<file path="src/rtl/qft3_ctrl_pkg.sv">
// Shared definitions for the 3-qubit QFT streaming controller:
// amplitude width, packed vector width, lane helper and FSM state encodings.
package qft3_ctrl_pkg;

   // S3.4 signed fixed point: 1 sign, 3 integer, 4 fractional bits
   localparam int TOTAL_WIDTH = 8;
   localparam int VEC_W       = 16 * TOTAL_WIDTH;

   typedef enum logic [1:0] {
      ST_IDLE  = 2'd0,
      ST_RUN   = 2'd1,
      ST_DRAIN = 2'd2
   } ctrl_state_t;

   // LSB position of lane j in a packed vector (lane 2n = re, 2n+1 = im of |n>)
   function automatic int lane_lsb(input int j);
      return j * TOTAL_WIDTH;
   endfunction

endpackage

</file>
<file path="src/rtl/qft3_result_fifo.sv">
// Synchronous first-word-fall-through FIFO with occupancy count.
// Push and pop may coincide at any occupancy, including full.
module qft3_result_fifo #(
   parameter int WIDTH = 8,
   parameter int DEPTH = 32
) (
   input  logic                     clk,
   input  logic                     rst_n,
   input  logic                     push,
   input  logic [WIDTH-1:0]         din,
   input  logic                     pop,
   output logic [WIDTH-1:0]         dout,
   output logic                     empty,
   output logic [$clog2(DEPTH):0]   count
);

   localparam int AW = $clog2(DEPTH);

   logic [WIDTH-1:0] mem [DEPTH];
   logic [AW:0]      wptr;
   logic [AW:0]      rptr;
   logic             full;
   logic             do_push;
   logic             do_pop;

   assign empty   = (wptr == rptr);
   assign full    = (wptr[AW] != rptr[AW]) && (wptr[AW-1:0] == rptr[AW-1:0]);
   assign count   = wptr - rptr;
   assign do_pop  = pop && !empty;
   assign do_push = push && (!full || do_pop);
   assign dout    = mem[rptr[AW-1:0]];

   always_ff @(posedge clk or negedge rst_n) begin
      if (!rst_n) begin
         wptr <= '0;
         rptr <= '0;
      end else begin
         if (do_push) wptr <= wptr + 1'b1;
         if (do_pop)  rptr <= rptr + 1'b1;
      end
   end

   always_ff @(posedge clk) begin
      if (do_push) mem[wptr[AW-1:0]] <= din;
   end

endmodule

</file>
<file path="src/rtl/qft3_stream_ctrl.sv">
// Streaming controller around the free-running pipelined 3-qubit QFT datapath.
//
//   state    | meaning
//   ---------+-----------------------------------------------------------
//   ST_IDLE  | no admission; start -> ST_RUN
//   ST_RUN   | accept vectors while credits remain; flush -> ST_DRAIN
//   ST_DRAIN | no admission; wait for delay line and FIFO to empty, pulse done
module qft3_stream_ctrl
   import qft3_ctrl_pkg::*;
#(
   parameter int PIPE_LAT   = 19,
   parameter int FIFO_DEPTH = 32,
   parameter int W          = TOTAL_WIDTH
) (
   input  logic                          clk,
   input  logic                          rst_n,
   input  logic                          start,
   input  logic                          flush,
   input  logic                          in_valid,
   output logic                          in_ready,
   input  logic [16*W-1:0]               in_vec,
   output logic [16*W-1:0]               pipe_in,
   input  logic [16*W-1:0]               pipe_out,
   output logic                          out_valid,
   input  logic                          out_ready,
   output logic [16*W-1:0]               out_vec,
   output logic                          busy,
   output logic                          done,
   output logic [$clog2(PIPE_LAT+2)-1:0] inflight,
   output logic [15:0]                   jobs_done
);

   localparam int IFW = $clog2(PIPE_LAT + 2);
   localparam int CW  = $clog2(FIFO_DEPTH) + 1;
   localparam int SW  = ((IFW > CW) ? IFW : CW) + 1;

   ctrl_state_t      state;
   ctrl_state_t      state_nxt;
   logic [PIPE_LAT:0] tags;
   logic [CW-1:0]    fifo_count;
   logic [SW-1:0]    credit_used;
   logic             credit_ok;
   logic             fifo_empty;
   logic             issue;
   logic             capture;
   logic             pop;
   logic             done_set;

   // Every in-flight tag and every queued result holds one FIFO slot; a
   // same-cycle pop is deliberately not counted back as credit.
   assign credit_used = SW'(inflight) + SW'(fifo_count);
   assign credit_ok   = credit_used < SW'(FIFO_DEPTH);

   assign issue     = in_valid && in_ready;
   assign capture   = tags[PIPE_LAT];
   assign out_valid = !fifo_empty;
   assign pop       = out_valid && out_ready;
   assign busy      = (state != ST_IDLE);

   always_comb begin
      state_nxt = state;
      in_ready  = 1'b0;
      done_set  = 1'b0;
      case (state)
         ST_IDLE: begin
            if (start) state_nxt = ST_RUN;
         end
         ST_RUN: begin
            in_ready = credit_ok;
            if (flush) state_nxt = ST_DRAIN;
         end
         ST_DRAIN: begin
            if ((inflight == '0) && fifo_empty) begin
               state_nxt = ST_IDLE;
               done_set  = 1'b1;
            end
         end
         default: state_nxt = ST_IDLE;
      endcase
   end

   always_ff @(posedge clk or negedge rst_n) begin
      if (!rst_n) begin
         state     <= ST_IDLE;
         done      <= 1'b0;
         tags      <= '0;
         pipe_in   <= '0;
         inflight  <= '0;
         jobs_done <= '0;
      end else begin
         state   <= state_nxt;
         done    <= done_set;
         tags    <= {tags[PIPE_LAT-1:0], issue};
         pipe_in <= issue ? in_vec : '0;
         if (issue && !capture)      inflight <= inflight + IFW'(1);
         else if (!issue && capture) inflight <= inflight - IFW'(1);
         if (pop) jobs_done <= jobs_done + 16'd1;
      end
   end

   qft3_result_fifo #(
      .WIDTH (16 * W),
      .DEPTH (FIFO_DEPTH)
   ) u_fifo (
      .clk   (clk),
      .rst_n (rst_n),
      .push  (capture),
      .din   (pipe_out),
      .pop   (pop),
      .dout  (out_vec),
      .empty (fifo_empty),
      .count (fifo_count)
   );

endmodule

</file>
<file path="config.mk">
export PLATFORM = sky130hd
export DESIGN_NAME = qft3_stream_ctrl
export DESIGN_NICKNAME = d
export VERILOG_FILES = /design/src/rtl/qft3_ctrl_pkg.sv /design/src/rtl/qft3_result_fifo.sv /design/src/rtl/qft3_stream_ctrl.sv
export SDC_FILE = /design/constraint.sdc
export NUM_CORES = 2
export LEC_CHECK = 0
export CORE_ASPECT_RATIO = 0.8
export CORE_UTILIZATION = 25
export DETAILED_ROUTE_END_ITERATION = 12
export GPL_TIMING_DRIVEN = 0
export MAX_ROUTING_LAYER = met4
export PLACE_DENSITY = 0.46
export SETUP_SLACK_MARGIN = 0.15
export SLEW_MARGIN = 20
export SYNTH_ARGS = -nofsm -noshare
export SYNTH_HDL_FRONTEND = slang
export SYNTH_SLANG_ARGS = --single-unit
</file>
<file path="constraint.sdc">
create_clock -name clk -period 21.8 [get_ports clk]
set_input_delay 5.45 -clock clk [delete_from_list [all_inputs] [get_ports clk]]
set_output_delay 5.45 -clock clk [all_outputs]
set_load 0.005 [all_outputs]
</file>
==> impl_metrics.env <==
export IMPL_slew_headroom=0.172
export IMPL_route_vias_total=83900
export IMPL_clk_latency_ns=1.08
export IMPL_fp_row_count=263
export IMPL_yosysWarnings=0
export IMPL_seq_area_frac_synth=0.789
export IMPL_cts_tree="yes"
export IMPL_final_common_cell="edfxtp_1"
export IMPL_drtIter0Drc=8667
export IMPL_hp_class="reg2reg"
export IMPL_synth_ff_type="edfxtp_1"
export IMPL_cts_buffer_depth=4
export IMPL_drive_gt1_frac=0.219
export IMPL_drv_slew=0
export IMPL_antenna_found_initial=115
export IMPL_r2r_end="inflight[4]"
export IMPL_grt_max_degree=101
export IMPL_ctsResizeCount=0
export IMPL_htree_levels=5
export IMPL_drc=0
export IMPL_critPathCaptureType="primary output"
export IMPL_clock_root_buffer="clkbuf_16"
export IMPL_syn_inst=7642
export IMPL_startpoint_type="flop"
export IMPL_status="finished clean"
export IMPL_die_h_um=721
export IMPL_syn_num_nets=7925
export IMPL_fin_crit_ns=12.18
export IMPL_leakagePower_nw=63.8
export IMPL_r2r_start="u_fifo.rptr[2]"
export IMPL_wirelength_um=524000
export IMPL_fmax_ghz=0.0821
export IMPL_tns_ns=0
export IMPL_synth_distinct_cells=48
export IMPL_cts_hold_buf=0
export IMPL_dp_hpwl_um=376000
export IMPL_grt_pass1_wl_um=712000
export IMPL_finish_utilization=0.310
export IMPL_io_pins=543
export IMPL_syn_avg_cell_area_um2=21.2
export IMPL_synth_area_leader_cell="edfxtp_1"
export IMPL_grt_pass1_vias=84400
export IMPL_grt_overflow=0
export IMPL_firstDrtPassIters=5
export IMPL_nets=9222
export IMPL_peakVddDrop_mv=0.0775
export IMPL_cts_setup_buffers=0
export IMPL_yosysTopAreaCellShare=0.761
export IMPL_r2r_cells=24
export IMPL_drv_cap=0
export IMPL_chipWidth_um=901
export IMPL_crit_fanout=11
export IMPL_setup_violations=0
export IMPL_layout_common_cells="edfxtp_1, mux4_2, nand2_1"
export IMPL_p_per_area_mw_per_mm2=122
export IMPL_fin_hold_ws_ns=0.314
export IMPL_critPathKind="reg2out"
export IMPL_finalHoldViolCount=0
export IMPL_placed_cells=17100
export IMPL_io_buffers=542
export IMPL_worst_slack_ns=9.62
export IMPL_finalNonFillerCells=18000
export IMPL_numCtsBuffers=438
export IMPL_via_per_inst=4.66
export IMPL_dp_slack_ns=10.62
export IMPL_area_growth_pct=23.2
export IMPL_cts_sinks=4280
export IMPL_crit_required_ns=16.35
export IMPL_wl_per_cell_um=29.1
export IMPL_track_usage=0.161
export IMPL_fin_worst_skew_ns=0.103
export IMPL_design_area_mm2=0.199
export IMPL_rsz0062_at_grt="no"
export IMPL_clkTransAtPathRegs_ns=0.06
export IMPL_ant_nets=0
export IMPL_syn_area_mm2=0.162
export IMPL_r2r_slack_ns=14.65
export IMPL_async_reset_ff_frac=0.0430
export IMPL_die_area_mm2=0.650
export IMPL_start_util=0.252
export IMPL_synth_edf_count=4096
export IMPL_power_total_mw=24.3
export IMPL_place_congestion=0.845
export IMPL_core_area_mm2=0.643
export IMPL_ys_top_cells_by_area="edfxtp_1, mux4_2, mux2i_1"
export IMPL_ys_ff_latch=4280
export IMPL_cp_endpoint="out_vec[99]"
export IMPL_final_min_period_over_clock_period=0.559
export IMPL_placed_cell_area_mm2=0.185
export IMPL_crit_arrival_ns=6.73
export IMPL_critical_path_startpoint="u_fifo.rptr[0]"
export IMPL_tightest_slew_ns=1.24
-- synth_stat cells, types with 19 or more instances --
library cell and instances:
buf_1 23, and2_1 129, a311oi_1 43, ha_1 19, nand2_1 637, a221oi_1 246
nor2_1 84, nand3_1 23, o221ai_1 166, buf_2 129, nor3_1 66, buf_4 27
xnor2_1 25, mux2i_1 514, o22ai_1 76, clkbuf_1 263, edfxtp_1 4096, dfrtp_1 184
mux4_2 764
-- where the power goes --
part,leakage [nW],switching (mW),internal (mW)
registers,39.3,0.0412,9.06
clock network,7.01,3.27,4.27
logic,17.4,4.80,2.87
total,63.8,8.11,16.2
-- worst max-delay path, cell delays in order (launching register included) --
cell and delay [ns]:
dfrtp_1 0.69, buf_2 0.26, buf_4 0.40, buf_2 0.93
buf_2 0.70, buf_4 0.42, mux2i_1 0.12, a221oi_1 0.40
o21ai_0 0.13, a21oi_1 0.92, clkdlybuf4s50_1 0.69
-- worst min-delay path by stage --
stage	end	from	depth (start not counted)
after floorplan	tags[10]	tags[9]	0
after global placement	tags[19]	tags[18]	0
after detailed placement	tags[13]	tags[12]	0
after CTS	tags[4]	tags[3]	0
after global routing	tags[4]	tags[3]	0
final	tags[4]	tags[3]	0
-- registers in the layout, summed over array words and instances (netlist names) --
name,cells
pipe_in,128
inflight,5
u_fifo.wptr,6
u_fifo.rptr,6
state,2
done,1
u_fifo.mem,4096
tags,20
jobs_done,16
-- layout make-up --
class / instances / area, µm²
buffer: 442 / 1980
fill: 61400 / 443000
inverter: 13 / 48.8
tap: 8612 / 10800
multi-input combinational: 2907 / 32400
sequential: 4280 / 128000
antenna: 60 / 150
timing repair buffer: 857 / 12000
clock buffer: 516 / 11300
clock inverter: 302 / 2970
-- kinds of logic after synthesis --
kind of cell             after synthesis  synth area share
flip-flops                          4280             0.789
multiplexers                        1287             0.139
buffers and inverters                455            0.0122
AO/OA/AOI/OAI                        599            0.0305
XOR/XNOR                              34           0.00184
adder cells (fa/ha/maj)               21           0.00172
AND/OR/NAND/NOR                      966            0.0257
-- metal layers --
| metal | global-route usage | up-vias | part of all wire |
|---|---|---|---|
| met5 | - | - | 0 |
| met4 | 0.0347 | 0 | 0.023 |
| met3 | 0.0296 | 687 | 0.070 |
| met2 | 0.245 | 3025 | 0.46 |
| met1 | 0.225 | 45600 | 0.45 |
| li1 | - | 34500 | - |
No activity file was read; power rests on OpenSTA's default activity.
